===== config.mk =====
export PLATFORM = sky130hd
export DESIGN_NAME = sdram_port
export DESIGN_NICKNAME = d
export VERILOG_FILES = /design/src/rtl/sdram_port.sv
export SDC_FILE = /design/constraint.sdc
export NUM_CORES = 1
export LEC_CHECK = 0
export ABC_AREA = 1
export CORE_ASPECT_RATIO = 0.75
export CORE_MARGIN = 2
export CORE_UTILIZATION = 41
export CTS_BUF_LIST = sky130_fd_sc_hd__clkbuf_8
export CTS_CLUSTER_DIAMETER = 50
export DETAILED_ROUTE_END_ITERATION = 10
export HOLD_SLACK_MARGIN = 0.1
export PLACE_DENSITY_LB_ADDON = 0.1
export SYNTH_ARGS = -nofsm -noshare
export SYNTH_HDL_FRONTEND = slang
export SYNTH_SLANG_ARGS = --single-unit
export TNS_END_PERCENT = 50

===== constraint.sdc =====
create_clock -name clk -period 2.4 [get_ports clk]
set_clock_uncertainty 0.1 [all_clocks]
set_input_delay 0.72 -clock clk [delete_from_list [all_inputs] [get_ports clk]]
set_output_delay 0.72 -clock clk [all_outputs]
set_load 0.02 [all_outputs]

===== src/rtl/sdram_port.sv =====
// Initiator-side adapter for the sdram_bus toggle handshake: valid/ready commands in, one request in flight.
// Define SDRAM_PORT_FIFO_EN to add the DEPTH-entry command queue; otherwise only the direct issue path exists.
module sdram_port #(
  parameter int ADDR_BITS = 22,
  parameter int DEPTH     = 4
) (
  input  logic                 clk,
  input  logic                 reset,
  input  logic                 cmd_valid,
  output logic                 cmd_ready,
  input  logic                 cmd_we,
  input  logic [ADDR_BITS-1:0] cmd_addr,
  input  logic [15:0]          cmd_wdata,
  output logic                 rsp_valid,
  output logic [15:0]          rsp_data,
  output logic                 busy,
  output logic                 bus_req,
  output logic [ADDR_BITS-1:0] bus_address,
  output logic                 bus_we,
  output logic [15:0]          bus_data_write,
  input  logic                 bus_ack,
  input  logic [15:0]          bus_data_read
);

  localparam int PW = (DEPTH > 1) ? $clog2(DEPTH) : 1;
  localparam int EW = ADDR_BITS + 17;

  typedef enum logic [1:0] {S_SYNC, S_IDLE, S_WAIT} state_e;

  state_e                 state_q;
  logic                   req_q, we_q, rsp_valid_q;
  logic [ADDR_BITS-1:0]   addr_q;
  logic [15:0]            wdata_q, rsp_data_q;
  logic [PW:0]            count;
  logic                   accept, done, issue;
  logic [EW-1:0]          cmd_ent, iss_ent;

  assign cmd_ent = {cmd_we, cmd_addr, cmd_wdata};
  assign accept  = cmd_valid && cmd_ready;
  assign done    = (state_q == S_WAIT) && (bus_ack == req_q);

`ifdef SDRAM_PORT_FIFO_EN
  logic [EW-1:0] mem_q [DEPTH];
  logic [PW-1:0] wptr_q, rptr_q;
  logic [PW:0]   cnt_q;
  logic          push, pop, bypass;

  assign count     = cnt_q;
  // Ready uses the registered count, so a full queue stays closed even on a pop cycle.
  assign cmd_ready = (state_q != S_SYNC) && (cnt_q < (PW+1)'(DEPTH));
  assign pop       = (cnt_q != '0) && ((state_q == S_IDLE) || done);
  assign bypass    = (state_q == S_IDLE) && (cnt_q == '0) && accept;
  assign push      = accept && !bypass;
  assign issue     = pop || bypass;
  assign iss_ent   = pop ? mem_q[rptr_q] : cmd_ent;

  always_ff @(posedge clk) begin
    if (push) mem_q[wptr_q] <= cmd_ent;
  end

  always_ff @(posedge clk or posedge reset) begin
    if (reset) begin
      wptr_q <= '0;
      rptr_q <= '0;
      cnt_q  <= '0;
    end else begin
      if (push) wptr_q <= wptr_q + 1'b1;
      if (pop)  rptr_q <= rptr_q + 1'b1;
      cnt_q <= cnt_q + (PW+1)'(push) - (PW+1)'(pop);
    end
  end
`else
  assign count     = '0;
  assign cmd_ready = (state_q == S_IDLE);
  assign issue     = accept;
  assign iss_ent   = cmd_ent;
`endif

  assign busy = (state_q == S_WAIT) || (count != '0);

  always_ff @(posedge clk or posedge reset) begin
    if (reset) begin
      state_q     <= S_SYNC;
      req_q       <= 1'b0;
      we_q        <= 1'b0;
      addr_q      <= '0;
      wdata_q     <= '0;
      rsp_valid_q <= 1'b0;
      rsp_data_q  <= '0;
    end else begin
      rsp_valid_q <= 1'b0;
      if (issue) begin
        req_q                     <= ~req_q;
        {we_q, addr_q, wdata_q}   <= iss_ent;
      end
      case (state_q)
        // Realign req to whatever ack the controller left behind, abandoning any old request.
        S_SYNC: begin
          req_q   <= bus_ack;
          state_q <= S_IDLE;
        end
        S_IDLE: if (issue) state_q <= S_WAIT;
        S_WAIT: if (done) begin
          if (!we_q) begin
            rsp_valid_q <= 1'b1;
            rsp_data_q  <= bus_data_read;
          end
          if (!issue) state_q <= S_IDLE;
        end
        default: state_q <= S_SYNC;
      endcase
    end
  end

  assign bus_req        = req_q;
  assign bus_address    = addr_q;
  assign bus_we         = we_q;
  assign bus_data_write = wdata_q;
  assign rsp_valid      = rsp_valid_q;
  assign rsp_data       = rsp_data_q;

endmodule

==> summary.md <==
| Metric | Value |
|---|---|
| DRT Wirelength | 6110 um |
| Met2 routed WL | 2889 um |
| Placement Setup Slack | 0.3134 ns |
| Port Buffers | 117 |
| Core footprint | 5736 um2 |
| Critical-path cell list | clkdlybuf4s50_1 |
| Largest vdd supply drop | 0.6204 mV |
| GRT Total Usage | 0.2059 |
| Crit path kind | flop to primary output |
| DR pass1 iterations | 4 |
| CP endpoint kind | primary output |
| Buffers and inverters on the worst path | 1 |
| Hold Crit Class | flop to flop |
| TNS Setup | 0 ns |
| RSZ-0062 raised after global routing | false |
| Initial Util | 0.4171 |
| Area Overhead vs Synth | 60.72% |
| CP max stage cell | clkdlybuf4s50_1 |
| Static Leakage | 1.926 nW |
| DP Wirelength | 4161 um |
| Diode count | 0 |
| Vias per std cell | 4.702 |
| RR Startpoint | state_q[0] |
| Initial antenna violation count | 0 |
| Vias post-DR | 2,210 |
| Tcrit/Tclk final | 0.9512 |
| WP data arrival | 1.46 ns |
| Fin crit period | 2.283 ns |
| Unique masters post-synth | 14 |
| Setup violators final | 0 |
| Crit. Startpoint | bus_we |
| Worst setup SP type | flop |
| Worst-path clk slew | 0.06 ns |
| Area of the die | 6468 um2 |
| Antenna Nets Post-Route | 0 |
| CTS max path bufs | 2 |
| Row cnt | 24 |
| Status | completed |
| Clk_lat worst skew | 0.32 ns |
| CTS buffer count | 9 |
| Cell count after synthesis | 269 |
| Mapped Area | 2392 um2 |
| WL met3 | 456 um |
| Final instance area | 3845 um2 |
| Grt total ovfl | 0 |
| First-pass GRT wire length | 10,280 um |
| DR top layer | met4 |
| Crit-path leading delay family | buffers and inverters |
| Worst slew pin tran | 0.4090 ns |
| Register area share after synthesis | 0.6172 |
| Post-Route M1 WL | 2701 um |
| Setup Fix Bufs, Post-CTS | 0 |
| # clock sinks | 59 |
| Layout cells sized above 1 | 0.06888 |
| Iter 0 DRT Violations | 83 |
| Yosys warns | 0 |
| Power density over the cells | 1361 nW/um2 |
| Post-synthesis register bit count | 59 |
| Max_slew headroom | 0.7274 |
| # IOs | 118 |
| WP data required | 1.58 ns |
| Routed len/inst | 13.00 um |
| Root Driver | clkbuf_8 |
| Htree depth | 3 |
| CP max FO | 3 |
| CTS tree | yes |
| Min-Delay Startpoint | rsp_data[4] |
| Endpoints failing hold | 0 |
| Maximum clock rate | 0.4380 GHz |
| Nets@finish | 446 |
| Slew Viols, Final | 0 |
| Post-route setup slack | 0.1171 ns |
| Drt drc | 0 |
| Placer Congestion | 0.8093 |
| MaxCap Viol Count | 0 |
| Post-Syn Nets | 328 |
| Die height | 70.15 um |
| Slowest stage delay, CP | 0.68 ns |
| Syn avg cell area | 8.893 um2 |
| Hold buffers post-CTS | 0 |
| Die W | 92.21 um |
| Vias in the first global route | 2,229 |
| Largest net degree at the start of global routing | 60 |
| Post-DP Area | 3671 um2 |
==> sequential cells by signal (all words and copies together) (netlist names) <==
name,flops
bus_address,22
bus_req,1
rsp_valid,1
bus_data_write,16
state_q,2
bus_we,1
rsp_data,16
==> cell usage in the layout, fill, tap and decap left out, types with 3 or more instances in the layout <==
master,Yosys,layout
nand3_1,59,58
clkbuf_8,0,11
nand2_1,122,122
clkdlybuf4s50_1,0,115
buf_4,1,3
dfrtp_1,59,59
inv_1,6,8
buf_12,0,3
==> metal layers <==
metal,vias to the layer above,global-route usage
met3,8,0.08630
met1,1039,0.2507
met5,-,0
met4,0,0.06468
met2,75,0.3350
li1,1088,-
==> synthesized netlist by cell type <==
| cell type | instances | area (um2) |
|---|---|---|
| nand2_2 | 2 | 12.51 |
| nand2_1 | 122 | 457.9 |
| inv_1 | 6 | 22.52 |
| buf_2 | 9 | 45.04 |
| nand3_1 | 59 | 295.3 |
| buf_6 | 1 | 11.26 |
| inv_2 | 1 | 3.750 |
| nand2_4 | 1 | 11.26 |
| buf_4 | 1 | 7.510 |
| clkbuf_1 | 5 | 18.77 |
| nor2_2 | 1 | 6.260 |
| nor2_8 | 1 | 20.02 |
| dfrtp_1 | 59 | 1476 |
| nor2_1 | 1 | 3.750 |
==> kinds of logic (layout without fill, tap and decap cells) <==
logic type / count (synthesis) / after routing / synth area share
flops: 59 / 59 / 0.6172
simple gates: 187 / 187 / 0.3373
buf+inv: 23 / 146 / 0.04550
==> report_power, final <==
part | switching [mW] | internal, mW
clock network | 0.360 | 0.416
logic | 1.48 | 1.22
registers | 0.278 | 1.48
==> worst min-delay path, stage by stage, from the launching register on <==
cell	delay [ns]
dfrtp_1	0.34
nand2_1	0.05
nand2_1	0.04
==> stage by stage <==
stage | util | hold slack, ns | total power, mW | std cells
after floorplan | - | 0.4565 | 3.166 | 269
after global placement | 0.6401 | 0.3532 | 4.446 | 454
after detailed placement | 0.6401 | 0.3593 | 4.499 | 454
after CTS | 0.6699 | 0.3751 | 5.297 | 470
after global routing | 0.6704 | 0.3859 | 5.598 | 470
final | 0.6704 | 0.3682 | 5.231 | 470
==> area by class of cell <==
class / count / area (um2)
flip-flops and latches: 59 / 1476
inverters: 7 / 26.28
clock inverters: 5 / 21.27
fillers: 490 / 1891
clock buffers: 11 / 151.4
multi-input cells: 187 / 817.0
well taps: 78 / 97.59
repair buffers: 123 / 1255
==> what timing repair did <==
item                       4_1_cts  5_1_grt
resized for setup                1        1
setup endpoints to repair        1        1
gates cloned                     0        0
==> worst paths after layout <==
path / endpoint / slack, ns / cells past startpoint
setup / recovery: bus_we / 0.12 / 1
hold / removal: rsp_data[4] / 0.37 / 2
setup reg to reg: rsp_data[15] / 0.98 / 6
hold reg to reg: rsp_data[4] / 0.37 / 2
max in group asynchronous: bus_address[4] / 1.27 / 3
min in group asynchronous: rsp_data[6] / 0.66 / 3
No activity file was read; power rests on OpenSTA's default activity.
